### src/rtl/fifo_defines_pkg.sv
`default_nettype none
// ============================================================================
//  Module   : fifo_defines_pkg
//  Purpose  : Shared definitions for the waveform sample FIFO and its
//             readers: FIFO word width and the DAC reader state encoding.
//  Ports    : none (package)
//  Revision : 1.1 - added rd_state_t for fifo_dac_reader
// ============================================================================
package fifo_defines_pkg;

   // FIFO word width, also the signed sample width.
   localparam int DATA_WIDTH = 16;

   // DAC reader FSM states.
   typedef enum logic [2:0] {
      RD_IDLE  = 3'd0,
      RD_POP   = 3'd1,
      RD_LOAD  = 3'd2,
      RD_SHIFT = 3'd3,
      RD_GAP   = 3'd4
   } rd_state_t;

endpackage
`default_nettype wire

### src/rtl/fifo_dac_reader_sclkgen.sv
`default_nettype none
// ============================================================================
//  Module   : fifo_dac_reader_sclkgen
//  Purpose  : sclk half-period divider for the DAC reader. While enabled it
//             counts div_q+1 clk cycles per half period and raises a
//             one-cycle rise or fall strike at the end of each half period,
//             alternating and starting with a rise. Clears when disabled so
//             every frame starts from a fresh low half period.
//  Ports    : clk, rst (async, active low), en, div_q  -> rise, fall
//  Revision : 1.0 - initial release
// ============================================================================
module fifo_dac_reader_sclkgen #(
   parameter int DIV_WIDTH = 8
) (
   input  logic                 clk,
   input  logic                 rst,
   input  logic                 en,
   input  logic [DIV_WIDTH-1:0] div_q,
   output logic                 rise,
   output logic                 fall
);

   logic [DIV_WIDTH-1:0] cnt;
   logic                 phase;   // 0: sclk currently low, 1: currently high
   logic                 term;

   assign term = en && (cnt == div_q);
   assign rise = term && !phase;
   assign fall = term &&  phase;

   always_ff @(posedge clk or negedge rst) begin
      if (!rst) begin
         cnt   <= '0;
         phase <= 1'b0;
      end else if (!en) begin
         cnt   <= '0;
         phase <= 1'b0;
      end else if (term) begin
         cnt   <= '0;
         phase <= ~phase;
      end else begin
         cnt   <= cnt + 1'b1;
      end
   end

endmodule
`default_nettype wire

### src/rtl/fifo_dac_reader.sv
`default_nettype none
// ============================================================================
//  Module   : fifo_dac_reader
//  Purpose  : Sole read-side consumer of the waveform sample FIFO. Pops one
//             signed sample per frame, converts it to offset binary (MSB
//             inverted) and shifts it MSB-first over a 3-wire DAC link.
//  Ports    : clk, rst (async, active low)
//             en_low_i   - active-low stream enable
//             empty_i    - FIFO empty flag
//             data_i     - FIFO read data, valid the cycle after rd_en_o
//             div_i      - sclk half-period minus one (sampled at LOAD)
//             rd_en_o    - one-cycle FIFO pop strobe
//             cs_n_o, sclk_o, sdo_o - DAC serial link
//             busy_o     - FSM not idle
//             underrun_o - one-cycle pulse when starved while enabled
//  Revision : 1.0 - initial release
// ============================================================================
module fifo_dac_reader #(
   parameter int DATA_WIDTH = fifo_defines_pkg::DATA_WIDTH,
   parameter int DIV_WIDTH  = 8
) (
   input  logic                  clk,
   input  logic                  rst,
   input  logic                  en_low_i,
   input  logic                  empty_i,
   input  logic [DATA_WIDTH-1:0] data_i,
   input  logic [DIV_WIDTH-1:0]  div_i,
   output logic                  rd_en_o,
   output logic                  cs_n_o,
   output logic                  sclk_o,
   output logic                  sdo_o,
   output logic                  busy_o,
   output logic                  underrun_o
);

   import fifo_defines_pkg::*;

   localparam int                BIT_W    = $clog2(DATA_WIDTH);
   localparam logic [BIT_W-1:0]  LAST_BIT = BIT_W'(DATA_WIDTH - 1);

   rd_state_t state, state_nxt;

   logic [DATA_WIDTH-1:0] shreg, shreg_nxt;
   logic [DIV_WIDTH-1:0]  div_q, div_q_nxt;
   logic [DIV_WIDTH-1:0]  gap_cnt, gap_cnt_nxt;
   logic [BIT_W-1:0]      bit_cnt, bit_cnt_nxt;

   logic rd_en_nxt, cs_n_nxt, sclk_nxt, sdo_nxt, busy_nxt, underrun_nxt;
   logic sclk_rise, sclk_fall;
   logic start_ok;

   fifo_dac_reader_sclkgen #(
      .DIV_WIDTH (DIV_WIDTH)
   ) u_sclkgen (
      .clk   (clk),
      .rst   (rst),
      .en    (state == RD_SHIFT),
      .div_q (div_q),
      .rise  (sclk_rise),
      .fall  (sclk_fall)
   );

   assign start_ok = !en_low_i && !empty_i;

   // ------------------------------------------------------------------------
   // State and registered outputs
   // ------------------------------------------------------------------------
   always_ff @(posedge clk or negedge rst) begin
      if (!rst) begin
         state      <= RD_IDLE;
         shreg      <= '0;
         div_q      <= '0;
         gap_cnt    <= '0;
         bit_cnt    <= '0;
         rd_en_o    <= 1'b0;
         cs_n_o     <= 1'b1;
         sclk_o     <= 1'b0;
         sdo_o      <= 1'b0;
         busy_o     <= 1'b0;
         underrun_o <= 1'b0;
      end else begin
         state      <= state_nxt;
         shreg      <= shreg_nxt;
         div_q      <= div_q_nxt;
         gap_cnt    <= gap_cnt_nxt;
         bit_cnt    <= bit_cnt_nxt;
         rd_en_o    <= rd_en_nxt;
         cs_n_o     <= cs_n_nxt;
         sclk_o     <= sclk_nxt;
         sdo_o      <= sdo_nxt;
         busy_o     <= busy_nxt;
         underrun_o <= underrun_nxt;
      end
   end

   // ------------------------------------------------------------------------
   // Next state and next output values. Outputs are derived from the next
   // state so that the registered pins line up with the state they belong
   // to (rd_en_o high during POP, cs_n_o low during SHIFT, ...).
   // ------------------------------------------------------------------------
   always_comb begin
      state_nxt    = state;
      shreg_nxt    = shreg;
      div_q_nxt    = div_q;
      gap_cnt_nxt  = gap_cnt;
      bit_cnt_nxt  = bit_cnt;
      sclk_nxt     = sclk_o;
      sdo_nxt      = sdo_o;
      underrun_nxt = 1'b0;

      case (state)
         RD_IDLE: begin
            if (start_ok) begin
               state_nxt = RD_POP;
            end
         end

         RD_POP: begin
            state_nxt = RD_LOAD;
         end

         RD_LOAD: begin
            // Signed to offset binary is just an MSB flip.
            shreg_nxt   = {~data_i[DATA_WIDTH-1], data_i[DATA_WIDTH-2:0]};
            sdo_nxt     = ~data_i[DATA_WIDTH-1];
            div_q_nxt   = div_i;
            bit_cnt_nxt = '0;
            sclk_nxt    = 1'b0;
            state_nxt   = RD_SHIFT;
         end

         RD_SHIFT: begin
            if (sclk_rise) begin
               sclk_nxt = 1'b1;
            end
            if (sclk_fall) begin
               sclk_nxt = 1'b0;
               if (bit_cnt == LAST_BIT) begin
                  // Last falling edge closes the frame; sdo holds the LSB.
                  gap_cnt_nxt = '0;
                  state_nxt   = RD_GAP;
               end else begin
                  bit_cnt_nxt = bit_cnt + 1'b1;
                  shreg_nxt   = {shreg[DATA_WIDTH-2:0], 1'b0};
                  sdo_nxt     = shreg[DATA_WIDTH-2];
               end
            end
         end

         RD_GAP: begin
            if (gap_cnt == div_q) begin
               if (start_ok) begin
                  state_nxt = RD_POP;
               end else begin
                  underrun_nxt = !en_low_i;
                  state_nxt    = RD_IDLE;
               end
            end else begin
               gap_cnt_nxt = gap_cnt + 1'b1;
            end
         end

         default: begin
            state_nxt = RD_IDLE;
         end
      endcase

      rd_en_nxt = (state_nxt == RD_POP);
      cs_n_nxt  = (state_nxt != RD_SHIFT);
      busy_nxt  = (state_nxt != RD_IDLE);
   end

endmodule
`default_nettype wire

### config.mk
export PLATFORM = sky130hd
export DESIGN_NAME = fifo_dac_reader
export DESIGN_NICKNAME = d
export VERILOG_FILES = /design/src/rtl/fifo_defines_pkg.sv /design/src/rtl/fifo_dac_reader_sclkgen.sv /design/src/rtl/fifo_dac_reader.sv
export SDC_FILE = /design/constraint.sdc
export NUM_CORES = 1
export LEC_CHECK = 0
export ABC_AREA = 1
export CORE_MARGIN = 2
export CORE_UTILIZATION = 60
export DETAILED_ROUTE_END_ITERATION = 8
export GPL_TIMING_DRIVEN = 1
export PLACE_DENSITY = 0.85
export SETUP_SLACK_MARGIN = 0.4
export SLEW_MARGIN = 30
export SYNTH_ARGS = -nofsm -noshare
export SYNTH_HDL_FRONTEND = slang
export SYNTH_SLANG_ARGS = --single-unit
### constraint.sdc
create_clock -name clk -period 2.49 [get_ports clk]
set_input_delay 0.498 -clock clk [delete_from_list [all_inputs] [get_ports clk]]
set_output_delay 0.498 -clock clk [all_outputs]
set_load 0.02 [all_outputs]
==> flow_summary_export.csv <==
group,metric,value,unit
status,status,"completed",
sta,maxSlewHeadroom,0.614,
layout,postLayoutCellArea,0.00344,mm^2
sta,period_needed,1.91,ns
placed_design,gp_congestion,0.867,
critical_path,critPathCapture,"cs_n_o",
worst_hold_path,hold_class,"in2async",
sta,setup_tns,0,ns
detailed_routing,drt_iter0_drc,141,
power_and_ir_drop,power,2.20,mW
yosys,synth_top_area_frac,0.444,
sta,fin_hold_ws,0.175,ns
critical_path,slowest_stage,"clkdlybuf4s50_1",
clock_tree,clkLatencyLatePin,0.31,ns
detailed_routing,ant_nets,0,
floorplan,die_h,73.9,um
critical_path,cp.required,1.99,ns
yosys,syn-num-nets,428,
yosys,synthTopCellsByCount,"nand2_1, dfrtp_1, nand3_1",
floorplan,core,0.00472,mm^2
critical_path,crit_cells,1,
critical_path,path_delay_family,"buffers and inverters",
clock_tree,clkTransAtPathRegs,0.10,ns
clock_tree,hold_buffers,0,
critical_path,start_kind,"flop",
floorplan,die-area,0.00546,mm^2
sta,clock_skew,0.0121,ns
yosys,avgSynthCellArea,7.38,um^2
global_route,grt_pass1_wl,10100,um
global_route,grt_pass1_vias,2341,
detailed_routing,avgRoutedWirePerCell,11.6,um
sta,post-route-period-util,0.768,
clock_tree,root_buffer,"clkbuf_8",
detailed_routing,drt_pass1_iterations,4,
yosys,netlist_area,0.00293,mm^2
power_and_ir_drop,leakagePower,1.78,nW
yosys,synth.most_common_cell,"nand2_1",
layout,n_antenna_cell,0,
sta,rsz0062_at_grt,"false",
yosys,yosys_warnings,0,
global_route,grt_antenna_before_repair,0,
floorplan,start_util,0.621,
sta,fin_ws,0.577,ns
global_route,grt_util_all_layers,0.235,
clock_tree,cts_tree,"yes",
sta,final_max_slew_viol_count,0,
clock_tree,htree_levels,2,
placed_design,dp_hpwl,4160,um
yosys,synthCells,397,
critical_path,r2r_setup_slack,0.70,ns
critical_path,cp.arrival,1.42,ns
yosys,synthArstFlopShare,1.00,
yosys,ys_ff_latch,53,
placed_design,dp_worst_setup_slack,0.620,ns
detailed_routing,drcViolationCount,0,
detailed_routing,drt_wl_total,5830,um
critical_path,crit_fanout,1,
sta,hold_violations,0,
clock_tree,cts_buffer_depth,2,
sta,tightest_slew,0.579,ns
floorplan,row_count,25,
power_and_ir_drop,max-vdd-ir-drop,388,uV
sta,max_freq,523,MHz
critical_path,critical_path_buf_inv_count,1,
detailed_routing,vias,2544,
global_route,grt_overflow_total,0,
job,max_cap_violations,0,
critical_path,worstSetupPathType,"reg2out",
yosys,synth_edf_count,0,
clock_tree,cts_sinks,53,
power_and_ir_drop,power.density,639,mW/mm^2
sta,setup_viol,0,
yosys,synth.distinct_cells,31,
critical_path,path_cells,"clkdlybuf4s50_1",
critical_path,crit_path_start,"cs_n_o",
floorplan,io_pins,34,
critical_path,r2r_end,"gap_cnt[5]",
yosys,yosysTopAreaCell,"dfrtp_1",
critical_path,worst_setup_path_end_kind,"output pin",
yosys,synth_area_leaders,"dfrtp_1, nand2_1, nand3_1",
detailed_routing,viasPerCell,5.08,
placed_design,port_buffers,33,
critical_path,r2r_cells,10,
yosys,synthFlopType,"dfrtp_1",
layout,syn_to_final_growth,17.4,%
critical_path,crit_path_max_incr_delay,0.59,ns
layout,drive_gt1_frac,0.0922,
critical_path,rr_startpoint,"u_sclkgen.cnt[0]",
clock_tree,cts-buffers-inserted,5,
yosys,synth_seq_area_share,0.453,
floorplan,die_w,73.9,um
placed_design,post_dp_cell_area,0.00331,mm^2
global_route,grt_max_degree,27,
layout,nNetsFinal,464,
## layer usage
layer / track usage / up-vias / share of wire / routed length [um]
met3: 0.0425 / 11 / 0.050 / 294
met1: 0.325 / 1168 / 0.45 / 2650
li1: - / 1301 / - / -
met5: 0 / - / 0 / 0
met4: 0.0929 / 0 / 0.020 / 116
met2: 0.369 / 64 / 0.47 / 2770
## registers in the layout, indices dropped and copies added (netlist names), 3 cells and up
register and flops:
bit_cnt 4, div_q 8, gap_cnt 8, shreg 15, state 3, u_sclkgen.cnt 8
## cells in the final DEF (no fill, tap or decap), types with 5 or more instances in the layout
| master | count |
|---|---|
| buf_4 | 8 |
| clkbuf_8 | 6 |
| clkdlybuf4s50_1 | 32 |
| dfrtp_1 | 52 |
| inv_1 | 29 |
| inv_2 | 7 |
| nand2_1 | 167 |
| nand2_2 | 5 |
| nand3_1 | 39 |
| nor2_1 | 31 |
| o21ai_0 | 12 |
| xnor2_1 | 9 |
| xor2_1 | 7 |
## worst min path at each step
| stage | cells after the start | endpoint | start |
|---|---|---|---|
| after floorplan | 0 | bit_cnt[0] | rst |
| after global placement | 2 | shreg[4] | shreg[4] |
| after detailed placement | 2 | shreg[6] | shreg[6] |
| after CTS | 1 | u_sclkgen.phase | rst |
| after global routing | 1 | div_q[4] | rst |
| final | 1 | u_sclkgen.phase | rst |
## report_power, final
part | internal, mW | leakage [nW] | switching, mW | total (mW)
Combinational | 0.226 | 1.08 | 0.262 | 0.488
Clock | 0.327 | 0.0574 | 0.288 | 0.615
Sequential | 0.982 | 0.646 | 0.113 | 1.10
## stage by stage
stage,cells,util
final,501,0.728
after global routing,501,0.728
after CTS,499,0.725
after detailed placement,491,0.700
after global placement,491,0.700
after floorplan,397,-
## area by class of cell
cell class                 count  area [um^2]
sequential                    53         1330
timing repair buffer          41          385
clock inverter                 2         37.5
inverter                      38          143
multi-input combinational    294         1380
clock buffer                   6         82.6
fill                         386         1280
tap                           67         83.8
## logic make-up after synthesis
kind of cell             count (synthesis)  share of synthesized area
flip-flops                              53                      0.453
AO/OA/AOI/OAI                           17                     0.0350
buffers and inverters                   50                     0.0760
XOR/XNOR                                16                     0.0478
AND/OR/NAND/NOR                        258                      0.376
adder cells (fa/ha/maj)                  3                     0.0128
## timing repair
item	CTS	global route
setup buffers	0	2
resized for setup	0	0
endpoints found under the hold margin	0	0
setup endpoints to repair	0	1
(Power assumes the default switching activity.)
